<file path="src/rtl/alu_md_unit.sv">
// Execute-stage control: ALU decode table plus an iterative multiply/divide unit with HI/LO.
// Define ALU_MUL_FAST_EN to replace the shift-add multiplier with a single-cycle product.
module alu_md_unit #(
  parameter  int WIDTH = 32,
  localparam int CNT_W = $clog2(WIDTH) + 1
) (
  input  logic             clk,
  input  logic             reset,
  input  logic             en,
  input  logic [3:0]       aluop,
  input  logic [5:0]       funct,
  input  logic [WIDTH-1:0] srca,
  input  logic [WIDTH-1:0] srcb,
  output logic [3:0]       alucontrol,
  output logic             jumpreg,
  output logic             illegal,
  output logic             mdsel,
  output logic [WIDTH-1:0] mdresult,
  output logic             stall,
  output logic             busy
);
  localparam logic [5:0] F_MULT  = 6'b011000, F_MULTU = 6'b011001;
  localparam logic [5:0] F_DIV   = 6'b011010, F_DIVU  = 6'b011011;
  localparam logic [5:0] F_MFHI  = 6'b010000, F_MTHI  = 6'b010001;
  localparam logic [5:0] F_MFLO  = 6'b010010, F_MTLO  = 6'b010011;
  localparam logic [5:0] F_JR    = 6'b001000;

  typedef enum logic [1:0] {S_IDLE, S_MUL, S_DIV, S_DONE} state_t;

  state_t             state;
  logic [WIDTH-1:0]   hi, lo, ma, mb, araw;
  logic [2*WIDTH-1:0] acc;
  logic [CNT_W-1:0]   cnt;
  logic               neg_q, neg_r, is_div, dz;

  logic rtype, mul_f, div_f, sgn_f, mf, mt, start, sa, sb;
  logic [WIDTH-1:0] aabs, babs;

  assign rtype = (aluop == 4'b0010);
  assign mul_f = (funct == F_MULT) || (funct == F_MULTU);
  assign div_f = (funct == F_DIV)  || (funct == F_DIVU);
  assign sgn_f = ~funct[0];
  assign mf    = rtype && ((funct == F_MFHI) || (funct == F_MFLO));
  assign mt    = rtype && ((funct == F_MTHI) || (funct == F_MTLO));
  assign start = en && rtype && (mul_f || div_f) && (state == S_IDLE);
  assign sa    = sgn_f & srca[WIDTH-1];
  assign sb    = sgn_f & srcb[WIDTH-1];
  assign aabs  = sa ? -srca : srca;
  assign babs  = sb ? -srcb : srcb;

  assign busy     = (state != S_IDLE);
  assign stall    = start || (state == S_MUL) || (state == S_DIV) || (en && (mf || mt) && busy);
  assign mdsel    = mf;
  assign mdresult = mf ? ((funct == F_MFHI) ? hi : lo) : '0;

  always_comb begin
    alucontrol = 4'b1111;
    illegal    = 1'b0;
    jumpreg    = 1'b0;
    if (rtype) begin
      case (funct)
        6'b100000: alucontrol = 4'b0010;
        6'b100010: alucontrol = 4'b0110;
        6'b100100: alucontrol = 4'b0000;
        6'b100101: alucontrol = 4'b0001;
        6'b101010: alucontrol = 4'b0111;
        6'b100110: alucontrol = 4'b0011;
        6'b100111: alucontrol = 4'b0100;
        6'b000000: alucontrol = 4'b1000;
        6'b000010: alucontrol = 4'b1001;
        6'b101011: alucontrol = 4'b1011;
        F_JR:      jumpreg    = 1'b1;
        F_MULT, F_MULTU, F_DIV, F_DIVU,
        F_MFHI, F_MTHI, F_MFLO, F_MTLO: ;
        default:   illegal    = 1'b1;
      endcase
    end else begin
      case (aluop)
        4'b0000: alucontrol = 4'b0010;
        4'b0001: alucontrol = 4'b0110;
        4'b0100: alucontrol = 4'b0000;
        4'b0101: alucontrol = 4'b0001;
        4'b0111: alucontrol = 4'b0111;
        default: alucontrol = 4'b1111;
      endcase
    end
  end

  // One shift-add step: acc holds {partial product, remaining multiplier bits}.
  logic [WIDTH:0]     msum;
  logic [2*WIDTH-1:0] mul_next;
  assign msum     = {1'b0, acc[2*WIDTH-1:WIDTH]} + {1'b0, (acc[0] ? ma : {WIDTH{1'b0}})};
  assign mul_next = {msum, acc[WIDTH-1:1]};

  // One restoring step: acc holds {remainder, dividend bits shifting into quotient}.
  logic [WIDTH:0]     drem, ddiff;
  logic               qbit;
  logic [2*WIDTH-1:0] div_next;
  assign drem     = {acc[2*WIDTH-1:WIDTH], acc[WIDTH-1]};
  assign ddiff    = drem - {1'b0, mb};
  assign qbit     = ~ddiff[WIDTH];
  assign div_next = {(qbit ? ddiff[WIDTH-1:0] : drem[WIDTH-1:0]), acc[WIDTH-2:0], qbit};

  logic [2*WIDTH-1:0] prod_fix;
  logic [WIDTH-1:0]   q_fix, r_fix;
  assign prod_fix = neg_q ? -acc : acc;
  assign q_fix    = neg_q ? -acc[WIDTH-1:0] : acc[WIDTH-1:0];
  assign r_fix    = neg_r ? -acc[2*WIDTH-1:WIDTH] : acc[2*WIDTH-1:WIDTH];

  always_ff @(posedge clk) begin
    if (reset) begin
      state  <= S_IDLE;
      hi     <= '0;
      lo     <= '0;
      ma     <= '0;
      mb     <= '0;
      araw   <= '0;
      acc    <= '0;
      cnt    <= '0;
      neg_q  <= 1'b0;
      neg_r  <= 1'b0;
      is_div <= 1'b0;
      dz     <= 1'b0;
    end else begin
      case (state)
        S_IDLE: begin
          if (start) begin
            ma     <= aabs;
            mb     <= babs;
            araw   <= srca;
            neg_q  <= sa ^ sb;
            neg_r  <= sa;
            is_div <= div_f;
            dz     <= div_f && (srcb == '0);
            cnt    <= CNT_W'(WIDTH);
            if (div_f) begin
              acc   <= {{WIDTH{1'b0}}, aabs};
              state <= (srcb == '0) ? S_DONE : S_DIV;
            end else begin
`ifdef ALU_MUL_FAST_EN
              acc   <= {{WIDTH{1'b0}}, aabs} * {{WIDTH{1'b0}}, babs};
              state <= S_DONE;
`else
              acc   <= {{WIDTH{1'b0}}, babs};
              state <= S_MUL;
`endif
            end
          end else if (en && mt) begin
            if (funct == F_MTHI) hi <= srca;
            else                 lo <= srca;
          end
        end
        S_MUL: begin
          acc <= mul_next;
          cnt <= cnt - 1'b1;
          if (cnt == CNT_W'(1)) state <= S_DONE;
        end
        S_DIV: begin
          acc <= div_next;
          cnt <= cnt - 1'b1;
          if (cnt == CNT_W'(1)) state <= S_DONE;
        end
        S_DONE: begin
          if (dz) begin
            hi <= araw;
            lo <= '1;
          end else if (is_div) begin
            hi <= r_fix;
            lo <= q_fix;
          end else begin
            {hi, lo} <= prod_fix;
          end
          state <= S_IDLE;
        end
        default: state <= S_IDLE;
      endcase
    end
  end
endmodule

</file>
<file path="config.mk">
export PLATFORM = sky130hd
export DESIGN_NAME = alu_md_unit
export DESIGN_NICKNAME = d
export VERILOG_FILES = /design/src/rtl/alu_md_unit.sv
export SDC_FILE = /design/constraint.sdc
export NUM_CORES = 1
export LEC_CHECK = 0
export BUFFER_PORTS_ARGS = -buffer_cell sky130_fd_sc_hd__clkbuf_2
export CAP_MARGIN = 20
export CORE_ASPECT_RATIO = 1.5
export CORE_MARGIN = 3
export CORE_UTILIZATION = 55
export CTS_BUF_LIST = sky130_fd_sc_hd__clkbuf_8 sky130_fd_sc_hd__clkbuf_16
export CTS_CLUSTER_SIZE = 12
export DETAILED_ROUTE_END_ITERATION = 8
export MAX_ROUTING_LAYER = met4
export PLACE_DENSITY = 0.72
export SYNTH_ARGS = -nofsm -noshare
export SYNTH_HDL_FRONTEND = slang
export SYNTH_SLANG_ARGS = --single-unit
</file>
<file path="constraint.sdc">
create_clock -name clk -period 4.44 [get_ports clk]
set_input_delay 0.222 -clock clk [delete_from_list [all_inputs] [get_ports clk]]
set_output_delay 0.222 -clock clk [all_outputs]
set_load 0.01 [all_outputs]
</file>
==> flow_metrics.tcl <==
set metrics [dict create \
    clockBufferDepth 3 \
    slew_headroom 0.399 \
    die_w_microns 152 \
    rows 79 \
    worst_slack_ns 0.639 \
    synth-seq-cells 235 \
    rrSetupSlack_ns 0.64 \
    postSynthCellCount 2442 \
    post-route-period-util 0.856 \
    ir_drop_mv 0.335 \
    switching_share 0.396 \
    cts-root-buf "clkbuf_16" \
    layout_common_cells "nand2_1, a21oi_1, dfxtp_1" \
    status "finished clean" \
    total_power_mw 6.65 \
    cp.required_ns 4.91 \
    ant_nets 0 \
    routedWlPerCell_microns 22.3 \
    endpoint "acc[63]$_SDFFE_PP0P_" \
    cts_buffers 25 \
    dp_slack_ns 0.680 \
    finClkSkew_ns 0.0223 \
    critPathCaptureType "register" \
    cts-resized-gates 0 \
    ys_async_sr_fraction 0 \
    p_leak_nw 7.50 \
    drtPass1Iterations 6 \
    synth_nets 2595 \
    antenna_found_initial 0 \
    finalWirelength_microns 64500 \
    maxSlewViolCount 0 \
    insertion_delay_ns 0.56 \
    globalRouteOverflowTotal 0 \
    cts_tree "built" \
    cap_violations 0 \
    drt_first_iter_violations 1461 \
    ff2ff_path_depth 12 \
    dp_hpwl_microns 48400 \
    crit_arrival_ns 4.27 \
    ios 118 \
    place.gp.congestion 1.03 \
    via_per_inst 6.38 \
    yosys_warnings 0 \
    cts_sinks 235 \
    numPortBuffers 117 \
    period_needed_ns 3.80 \
    p_per_area_nw_per_um2 340 \
    cp_max_fo 12 \
    drive_gt1_frac 0.0952 \
    holdWs_ns 0.0183 \
    comb_power_share 0.340 \
    area_growth_pct 10.7 \
    hold_violations 0 \
    power_frac_seq 0.352 \
    p_int_mw 4.01 \
    die_area_sq_um 34300 \
    yosysSeqAreaShare 0.267 \
    startpoint "acc[32]$_SDFFE_PP0P_" \
    track_usage 0.373 \
    ys.flop_type "dfxtp_1" \
    path_clk_slew_ns 0.07 \
    rr_startpoint "acc[32]$_SDFFE_PP0P_" \
    cp-start-kind "register" \
    coreArea_sq_um 31300 \
    n_antenna_cell 0 \
    power.switching_mw 2.63 \
    synth_edf_count 0 \
    dpl_cell_area_sq_um 18500 \
    critPathKind "reg2reg" \
    grt_max_degree 116 \
    grt_first_pass_wirelength_microns 99800 \
    power_frac_clock 0.308 \
    initial_core_util 0.563 \
    die_y_microns 225 \
    worstMarginPinSlew_ns 0.899 \
    yosysUniqueCellTypes 82 \
    vias 18500 \
    finalSetupTns_ns 0 \
    fmax_mhz 263 \
    syn_area_sq_um 17600 \
    fin_area_sq_um 19500 \
    setup_viol 0 \
    drc 0 \
    mostFrequentLayoutCell "nand2_1" \
    hold_class "in2reg" \
    r2r-end "acc[63]$_SDFFE_PP0P_" \
    grt_pass1_vias 17500 \
    cts_max_level 1 \
    nets 2630 \
    rsz0062_at_grt "false" \
    syn_area_per_cell_sq_um 7.22 \
]
==> worst max-delay path, stage by stage, from the launching register on <==
cell	delay (ns)
dfxtp_1	0.52
inv_1	0.14
fa_1	0.42
nand2b_1	0.21
a21oi_1	0.25
o211ai_1	0.27
a211o_1	0.34
o21ai_1	0.30
xor2_4	0.36
buf_4	0.27
nand3b_1	0.11
o2111a_1	0.27
a221oi_1	0.24
==> power groups by stage <==
stage | Combinational [mW] | Sequential [mW] | Clock [mW]
floorplan | 1.39 | 2.30 | 0
global placement | 2.15 | 2.37 | 0
detailed placement | 2.17 | 2.38 | 0
CTS | 2.20 | 2.33 | 2.07
global route | 2.41 | 2.35 | 2.14
finish | 2.26 | 2.34 | 2.05
==> routing by layer <==
metal  GRT usage  vias to the layer above  wire, microns  share of wire
met5           -                        -              0              0
met3      0.0336                      167           4370          0.068
li1            -                     8796              -              -
met4       0.208                        0           4440          0.069
met1       0.460                     8700          25600           0.40
met2       0.604                      806          30100           0.47
==> area by class of cell <==
class	instances	area [sq um]
clock inverters	10	76.3
clock buffers	29	681
multi-input cells	1938	12000
repair buffers	200	1310
inverters	77	289
well taps	405	507
flip-flops and latches	235	4700
fillers	2932	11800
==> stage by stage <==
stage,utilization,instances
2_1_floorplan,-,2442
3_3_place_gp,0.589,2827
3_5_place_dp,0.590,2828
4_1_cts,0.623,2893
5_1_grt,0.623,2894
6_report,0.623,2894
==> sequential cells by signal, indices dropped and copies added (netlist names) <==
| name | flops |
|---|---|
| is_div | 1 |
| ma | 32 |
| state | 2 |
| lo | 32 |
| cnt | 6 |
| hi | 32 |
| neg_q | 1 |
| araw | 31 |
| dz | 1 |
| acc | 64 |
| neg_r | 1 |
| mb | 32 |
==> how the worst min path moves through the flow <==
stage                         from                     to  depth (start not counted)
6_report                   srca[7]   araw[7]$_SDFFE_PP0P_                          3
5_1_grt                    srca[3]   araw[3]$_SDFFE_PP0P_                          3
4_1_cts                    srca[7]   araw[7]$_SDFFE_PP0P_                          3
3_5_place_dp    hi[4]$_SDFFE_PP0P_     hi[4]$_SDFFE_PP0P_                          2
3_3_place_gp   hi[30]$_SDFFE_PP0P_    hi[30]$_SDFFE_PP0P_                          2
2_1_floorplan             srca[10]  araw[10]$_SDFFE_PP0P_                          2
==> synthesized netlist by cell type (4+ instances only) <==
library cell,instances,share of area
a2111oi_0,5,0.0025
a211o_1,10,0.0050
a211oi_1,96,0.041
a21o_1,27,0.011
a21oi_1,294,0.083
a22o_1,4,0.0020
a22oi_1,49,0.021
a311o_1,4,0.0023
a311oi_1,5,0.0025
a31oi_1,21,0.0074
a41oi_1,5,0.0025
and2_1,38,0.013
and3_1,6,0.0021
buf_1,12,0.0026
buf_2,8,0.0023
clkbuf_1,170,0.036
dfxtp_1,235,0.27
ha_1,74,0.053
inv_1,77,0.016
mux2i_1,39,0.022
nand2_1,360,0.077
nand2b_1,27,0.0096
nand3_1,19,0.0054
nand3b_1,7,0.0030
nand4_1,19,0.0067
nor2_1,228,0.049
nor2b_1,19,0.0067
nor3_1,43,0.012
nor3b_1,6,0.0026
nor4_1,25,0.0089
o211ai_1,23,0.0098
o21a_1,9,0.0038
o21ai_0,47,0.013
o21ai_1,55,0.016
o21bai_1,11,0.0047
o221ai_1,37,0.018
o22ai_1,20,0.0071
o31a_1,5,0.0025
o31ai_1,22,0.0094
o41ai_1,13,0.0065
or2_2,6,0.0021
or3_1,16,0.0057
or4_1,16,0.0068
xnor2_1,107,0.053
xor2_1,67,0.033
==> what timing repair did <==
action,4_1_cts,5_1_grt
hold buffers,26,0
setup buffers,0,0
endpoints found under the hold margin,26,0
==> cell families after synthesis <==
family	count (synthesis)	share of synthesized area
muxes	42	0.0241
AOI/OAI and AO/OA	788	0.286
and+or+nand+nor	858	0.224
adders and majority gates	76	0.0548
xor gates and xnor gates	174	0.0864
buffers and inverters	269	0.0585
DFF	235	0.267
(Power assumes the default switching activity.)
